$ cat config.mk
export PLATFORM = sky130hd
export DESIGN_NAME = ptmch_trg_seq
export DESIGN_NICKNAME = d
export VERILOG_FILES = /design/src/rtl/ptmch_pkg.sv /design/src/rtl/ptmch_sat_cnt.sv /design/src/rtl/ptmch_trg_seq.sv
export SDC_FILE = /design/constraint.sdc
export NUM_CORES = 1
export LEC_CHECK = 0
export ABC_AREA = 1
export CORE_MARGIN = 2
export CORE_UTILIZATION = 50
export CTS_CLUSTER_SIZE = 25
export DETAILED_ROUTE_END_ITERATION = 10
export PLACE_DENSITY_LB_ADDON = 0.05
export RECOVER_POWER = 50
export SLEW_MARGIN = 20
export SYNTH_ARGS = -nofsm -noshare
export SYNTH_HDL_FRONTEND = slang
export SYNTH_SLANG_ARGS = --single-unit
$ cat constraint.sdc
create_clock -name CLK160M -period 1.9 [get_ports CLK160M]
set_input_delay 0.475 -clock CLK160M [delete_from_list [all_inputs] [get_ports CLK160M]]
set_output_delay 0.475 -clock CLK160M [all_outputs]
set_load 0.05 [all_outputs]
$ cat src/rtl/ptmch_pkg.sv
// Shared types and trigger-bit indices for the SPI instruction-match trigger path.
// The decoder uses the same bit numbering on TRG_PLS.
package ptmch_pkg;

    typedef enum logic [2:0] {
        S_IDLE,
        S_WAIT0,
        S_WAIT1,
        S_FIRE,
        S_HOLD
    } t_seq_state;

    localparam int TRG_PGM_EXEC  = 0;
    localparam int TRG_RD_STAT   = 1;
    localparam int TRG_BLK_ERASE = 2;
    localparam int TRG_PAGE_READ = 3;
    localparam int TRG_WR_STAT   = 4;

endpackage

$ cat src/rtl/ptmch_sat_cnt.sv
// Up-counter with synchronous clear and enable.
// It stops at all-ones instead of wrapping.
module ptmch_sat_cnt #(
    parameter int P_CNT_W = 16
) (
    input  logic               CLK160M,
    input  logic               RESET,
    input  logic               clr,
    input  logic               en,
    output logic [P_CNT_W-1:0] cnt
);

    always_ff @(posedge CLK160M) begin
        if (RESET || clr) begin
            cnt <= '0;
        end else if (en && (cnt != '1)) begin
            cnt <= cnt + P_CNT_W'(1);
        end
    end

endmodule

$ cat src/rtl/ptmch_trg_seq.sv
// Two-stage trigger sequencer: a stage-0 edge, then an optional stage-1 edge inside a window.
// A completed sequence emits one capture pulse and updates the fire/timeout statistics.
//
//   state   | meaning
//   S_IDLE  | disarmed, waiting for ARM
//   S_WAIT0 | armed, waiting for a stage-0 edge
//   S_WAIT1 | stage 0 seen, waiting for a stage-1 edge inside the window
//   S_FIRE  | CAP_PLS high for P_PLS_WIDTH cycles
//   S_HOLD  | dead time after the capture pulse
module ptmch_trg_seq
    import ptmch_pkg::*;
#(
    parameter int P_NUM_TRG   = 5,
    parameter int P_CNT_W     = 16,
    parameter int P_PLS_WIDTH = 16
) (
    input  logic                 CLK160M,
    input  logic                 RESET,
    input  logic [P_NUM_TRG-1:0] TRG_PLS,
    input  logic                 ARM,
    input  logic                 DISARM,
    input  logic                 MODE_CONT,
    input  logic [P_NUM_TRG-1:0] STG0_SEL,
    input  logic [P_NUM_TRG-1:0] STG1_SEL,
    input  logic [P_CNT_W-1:0]   WINDOW,
    input  logic [P_CNT_W-1:0]   HOLDOFF,
    output logic                 CAP_PLS,
    output logic [P_NUM_TRG-1:0] CAP_SRC,
    output logic                 ARMED,
    output logic                 BUSY,
    output logic [P_CNT_W-1:0]   FIRE_CNT,
    output logic [P_CNT_W-1:0]   TMO_CNT
);

    localparam int PLS_W = $clog2(P_PLS_WIDTH + 1);
    localparam logic [PLS_W-1:0] PLS_LOAD = PLS_W'(P_PLS_WIDTH - 1);

    t_seq_state state;
    t_seq_state state_nxt;

    logic [P_NUM_TRG-1:0] trg_q;
    logic [P_NUM_TRG-1:0] trg_edge;
    logic [P_NUM_TRG-1:0] stg0_hit;
    logic [P_NUM_TRG-1:0] stg1_hit;
    logic [P_NUM_TRG-1:0] fire_src;
    logic [P_NUM_TRG-1:0] cfg_stg0;
    logic [P_NUM_TRG-1:0] cfg_stg1;
    logic [P_CNT_W-1:0]   cfg_window;
    logic [P_CNT_W-1:0]   cfg_holdoff;
    logic                 cfg_cont;
    logic [P_NUM_TRG-1:0] cap_src_q;
    logic [PLS_W-1:0]     pls_cnt;
    logic [P_CNT_W-1:0]   win_cnt;
    logic [P_CNT_W-1:0]   hold_cnt;
    logic                 arm_acc;
    logic                 fire_evt;
    logic                 tmo_evt;

    assign trg_edge = TRG_PLS & ~trg_q;
    assign stg0_hit = trg_edge & cfg_stg0;
    assign stg1_hit = trg_edge & cfg_stg1;

    always_ff @(posedge CLK160M) begin
        if (RESET) begin
            state <= S_IDLE;
        end else begin
            state <= state_nxt;
        end
    end

    // Stage 0 is searched first, so a stage-1 edge in the same cycle is never taken.
    always_comb begin
        state_nxt = state;
        arm_acc   = 1'b0;
        fire_evt  = 1'b0;
        fire_src  = '0;
        tmo_evt   = 1'b0;
        case (state)
            S_IDLE: begin
                if (ARM && (STG0_SEL != '0)) begin
                    arm_acc   = 1'b1;
                    state_nxt = S_WAIT0;
                end
            end
            S_WAIT0: begin
                if (stg0_hit != '0) begin
                    if (cfg_stg1 == '0) begin
                        fire_evt  = 1'b1;
                        fire_src  = stg0_hit;
                        state_nxt = S_FIRE;
                    end else begin
                        state_nxt = S_WAIT1;
                    end
                end
            end
            S_WAIT1: begin
                if (stg1_hit != '0) begin
                    fire_evt  = 1'b1;
                    fire_src  = stg1_hit;
                    state_nxt = S_FIRE;
                end else if ((cfg_window != '0) && (win_cnt == cfg_window - P_CNT_W'(1))) begin
                    tmo_evt   = 1'b1;
                    state_nxt = S_WAIT0;
                end
            end
            S_FIRE: begin
                if (pls_cnt == '0) begin
                    if (cfg_holdoff != '0) begin
                        state_nxt = S_HOLD;
                    end else begin
                        state_nxt = cfg_cont ? S_WAIT0 : S_IDLE;
                    end
                end
            end
            S_HOLD: begin
                if (hold_cnt == cfg_holdoff - P_CNT_W'(1)) begin
                    state_nxt = cfg_cont ? S_WAIT0 : S_IDLE;
                end
            end
            default: state_nxt = S_IDLE;
        endcase
        if (DISARM) begin
            state_nxt = S_IDLE;
            arm_acc   = 1'b0;
            fire_evt  = 1'b0;
            tmo_evt   = 1'b0;
        end
    end

    always_comb begin
        CAP_PLS = (state == S_FIRE);
        ARMED   = (state == S_WAIT0) || (state == S_WAIT1);
        BUSY    = (state != S_IDLE);
        CAP_SRC = cap_src_q;
    end

    always_ff @(posedge CLK160M) begin
        if (RESET) begin
            trg_q       <= '0;
            cfg_stg0    <= '0;
            cfg_stg1    <= '0;
            cfg_window  <= '0;
            cfg_holdoff <= '0;
            cfg_cont    <= 1'b0;
            cap_src_q   <= '0;
            pls_cnt     <= PLS_LOAD;
        end else begin
            trg_q <= TRG_PLS;
            if (arm_acc) begin
                cfg_stg0    <= STG0_SEL;
                cfg_stg1    <= STG1_SEL;
                cfg_window  <= WINDOW;
                cfg_holdoff <= HOLDOFF;
                cfg_cont    <= MODE_CONT;
            end
            if (fire_evt) begin
                cap_src_q <= fire_src;
            end
            // Pulse timer reloads outside S_FIRE and runs down to terminal count inside it.
            if (state != S_FIRE) begin
                pls_cnt <= PLS_LOAD;
            end else if (pls_cnt != '0) begin
                pls_cnt <= pls_cnt - PLS_W'(1);
            end
        end
    end

    ptmch_sat_cnt #(.P_CNT_W(P_CNT_W)) u_fire_cnt (
        .CLK160M (CLK160M),
        .RESET   (RESET),
        .clr     (1'b0),
        .en      (fire_evt),
        .cnt     (FIRE_CNT)
    );

    ptmch_sat_cnt #(.P_CNT_W(P_CNT_W)) u_tmo_cnt (
        .CLK160M (CLK160M),
        .RESET   (RESET),
        .clr     (1'b0),
        .en      (tmo_evt),
        .cnt     (TMO_CNT)
    );

    ptmch_sat_cnt #(.P_CNT_W(P_CNT_W)) u_win_cnt (
        .CLK160M (CLK160M),
        .RESET   (RESET),
        .clr     (state != S_WAIT1),
        .en      (state == S_WAIT1),
        .cnt     (win_cnt)
    );

    ptmch_sat_cnt #(.P_CNT_W(P_CNT_W)) u_hold_cnt (
        .CLK160M (CLK160M),
        .RESET   (RESET),
        .clr     (state != S_HOLD),
        .en      (state == S_HOLD),
        .cnt     (hold_cnt)
    );

endmodule

==> impl_summary.log <==
INFO  metric final.setup.tns = -3.90 ns
INFO  metric count_of_hold_buffers_inserted_by_post_cts_repair = 0
INFO  metric residual_overflow_from_global_routing = 0
INFO  metric period_share = 113%
INFO  metric vdd_drop_max = ~710 uV
INFO  metric place_congestion = a little under 1
INFO  metric place.detailed.hpwl = between 10 and 15 mm
INFO  metric design.final.nets = 1,364
INFO  metric syn-instance-count = 1,083
INFO  metric timing.hold.worst.class = input port to flop
INFO  metric muxShareOfSynthArea = 0%
INFO  metric grt_setup_unrepaired = yes
INFO  metric fin_worst_skew = between 0.007 and 0.008 ns
INFO  metric clkTransAtPathRegs = roughly 0.060 ns
INFO  metric routed_wl = ~20 mm
INFO  metric synth_simple_gate_area_share = between 30% and 40%
INFO  metric yosys_register_bits = between 100 and 150
INFO  metric synth-compound-area-share = ~11%
INFO  metric postPlaceCellArea = roughly 0.009 mm^2
INFO  metric report.power.total = 7.86 mW
INFO  metric synth_edf_count = 0
INFO  metric antennaDiodeCount = 0
INFO  metric timing.max_slew.rel_slack = about three fifths
INFO  metric synth_adder_area_share = under 10%
INFO  metric ys_types = 45
INFO  metric route.vias.total = approximately 7,600
INFO  metric timing.critical_path.to_type = flop
INFO  metric crit_type = flop to flop
INFO  metric route.detailed.wl_per_inst = 13.3 um
INFO  metric power_density = 791 mW/mm^2
INFO  metric cp.arrival = ~2.5 ns
INFO  metric critPathLaunchType = flop
INFO  metric synth_top_cells_by_area = dfxtp_1, nand2_1, nor2_1
INFO  metric synth_xor_xnor_area_share = roughly 3.6%
INFO  metric cp_max_fo = 4
INFO  metric worst_ep_required_time = about 2.3 ns
INFO  metric grt_start_max_net_pins = 55
INFO  metric max_cap_violations = 0
INFO  metric synth.yosys.seq_area_share = 35.7%
INFO  metric grt_first_pass_wirelength = 31.6 mm
INFO  metric finalMaxSlewViolations = 0
INFO  metric drc = 0
INFO  metric design.die.area = around 0.015 mm^2
INFO  metric grt_pass1_vias = between 6,000 and 7,000
INFO  metric io-pin-count = about 90
INFO  metric worst-slew-pin-transition = 0.622 ns
INFO  metric clock-root-buffer = clkbuf_16
INFO  metric report.final.setup_viol = 19
INFO  metric final_critical_path_setup_slack = -0.250 ns
INFO  metric stdcell_area = a little under 0.01 mm^2
INFO  metric synth-async-reset-ratio = 0%
INFO  metric yosys-top-cells-count = nand2_1, nor2_1, inv_1
INFO  metric yosys_warnings = 0
INFO  metric insertion_delay = between 0.4 and 0.5 ns
INFO  metric drt_first_pass_iters = 5
INFO  metric clock.fmax = between 400 and 500 MHz
INFO  metric start_util = around half
INFO  metric route.detailed.vias_per_inst = 5.08
INFO  metric dieHeight = approximately 120 um
INFO  metric antenna_found_initial = 0
INFO  metric period_needed = around 2.2 ns
INFO  metric placement.io_buffers = 91
INFO  metric groute.usage.overall = 26.5%
INFO  metric violated_checks = negative setup slack
INFO  metric tritoncts = built
INFO  metric synth_nets = roughly 1,100
INFO  metric leakagePower = 4.35 nW
INFO  metric maximum_buffer_depth_of_the_clock_tree = 2
INFO  metric synth.avg_cell_area = 6.47 um^2
INFO  metric cts_htree_levels = 4
INFO  metric area_growth = 41.7%
INFO  metric synth_area_leader_cell = dfxtp_1
INFO  metric postRouteAntennaNets = 0
INFO  metric synth_top_family_by_area = simple AND/OR/NAND/NOR gates
INFO  metric cts_inserted_buffers = 17
INFO  metric synth-main-ff-cell = dfxtp_1
INFO  metric most_instantiated_library_cell_after_synthesis = nand2_1
INFO  metric fillCellCount = roughly 1,200
INFO  metric run_status = complete, but fails checks
INFO  metric clock_sink_count = 125
INFO  metric area_share_of_the_largest_cell_type_after_synthesis = 35.7%
INFO  metric drt_iter0_drc = 656
INFO  metric core = about 0.014 mm^2
INFO  metric netlist_area = around 0.0070 mm^2
INFO  metric row_count = between 40 and 50
INFO  metric timing.final.hold_violations = 0
INFO  metric drive_gt1_share = around a quarter
INFO  metric die_span_x = approximately 120 um
==> area by class of cell <==
cell class	count	area, um^2	share of cell area (%)
clock buffer	24	482	4.85
timing repair buffer	222	1840	18.5
inverter	141	541	5.44
sequential	125	2570	25.9
multi-input combinational	798	4230	42.6
tap	180	225	2.27
clock inverter	8	42.5	0.428
==> routing by layer <==
layer	wire (um)	vias to the layer above	global-route usage [%]
met5	0	-	0
met4	223	0	7.18
met3	856	19	5.62
met2	9880	155	45.6
met1	9000	3488	33.6
li1	-	3943	-
==> cell families after synthesis <==
logic type | after synthesis
buffers and inverters | 162
and+or+nand+nor | 614
adders and majority gates | 7
AOI/OAI and AO/OA | 149
xor gates and xnor gates | 26
DFF | 125
==> per-stage QoR <==
| step | setup WS (ns) | std cells | hold WS (ns) | util, % |
|---|---|---|---|---|
| detailed placement | -0.487 | 1451 | 0.461 | 65.1 |
| global placement | -0.426 | 1451 | 0.458 | 65.1 |
| global route | -0.389 | 1498 | 0.349 | 72.1 |
| CTS | -0.229 | 1486 | 0.442 | 69.7 |
| floorplan | -0.0885 | 1083 | 0.442 | - |
| finish | -0.250 | 1498 | 0.331 | 72.1 |
==> power breakdown <==
| part | switching, mW | leakage, nW | internal [mW] | total (mW) |
|---|---|---|---|---|
| clock network | 1.17 | 0.263 | 1.75 | 2.92 |
| logic | 1.17 | 3.05 | 0.907 | 2.07 |
| registers | 0.128 | 1.04 | 2.74 | 2.87 |
==> flip-flops by register name, summed over array words and instances (netlist names) <==
| signal | count |
|---|---|
| cfg_window | 16 |
| trg_q | 5 |
| cfg_holdoff | 16 |
| u_tmo_cnt.cnt | 16 |
| u_fire_cnt.cnt | 16 |
| cfg_cont | 1 |
| state | 3 |
| u_hold_cnt.cnt | 16 |
| cfg_stg1 | 5 |
| cfg_stg0 | 5 |
| pls_cnt | 5 |
| CAP_SRC | 5 |
| u_win_cnt.cnt | 16 |
==> final timing paths <==
path	cells past startpoint	slack, ns	end	from
max	16	-0.25	state[1]$_SDFFE_PP0P_	cfg_window[0]$_SDFFE_PP0P_
min	3	0.33	trg_q[1]$_SDFF_PP0_	TRG_PLS[1]
max reg2reg	16	-0.25	state[1]$_SDFFE_PP0P_	cfg_window[0]$_SDFFE_PP0P_
min reg2reg	2	0.46	CAP_SRC[4]$_SDFFE_PP0P_	CAP_SRC[4]$_SDFFE_PP0P_
==> cell usage in the layout (no fill, tap or decap), drive strengths merged <==
cell           synthesis  layout
dlygate4sd2            0       1
clkbuf                17      37
dfxtp                125     125
and2                   1       1
clkinv                 4      11
a21oi                 60      60
and3                   2       2
clkdlybuf4s50          0      45
nor3                  36      36
o211ai                 1       1
o41ai                  1       1
dlymetal6s2s           0       4
nand4                 28      28
o221a                  1       1
o21ai                 73      73
inv                  137     136
o22ai                  5       5
or2                    5       5
xnor2                 12      12
nor3b                  3       3
a31oi                  3       3
o221ai                 1       1
xnor3                  2       2
a211oi                 1       1
a21boi                 1       1
o21a                   2       2
dlygate4sd3            0       1
xor2                  12      12
buf                    4     158
clkinvlp               0       2
ha                     7       7
nand3                 82      82
nand2                255     255
nor4                   2       2
nand3b                 2       2
nor2                 198     200
==> worst max-delay path, cell delays in order (launching register included) <==
cell and delay (ns):
dfxtp_2 0.35, inv_4 0.05, ha_4 0.24, xnor2_1 0.12
nor2_1 0.12, and2_1 0.14, nand2_1 0.05, nor2_1 0.10
nand2_1 0.10, nor2_4 0.13, nand3_4 0.14, buf_6 0.16
nand2_4 0.07, nand3_4 0.09, nand2_1 0.08, inv_1 0.05
nor2_1 0.08
==> what timing repair did <==
action | 4_1_cts | 5_1_grt
setup buffers | 1 | 11
pin swaps | 20 | 41
endpoints found under the setup margin | 24 | 51
gates resized for setup | 24 | 83
cloned | 2 | 1
Note: power is estimated with default switching activity, not from simulation.
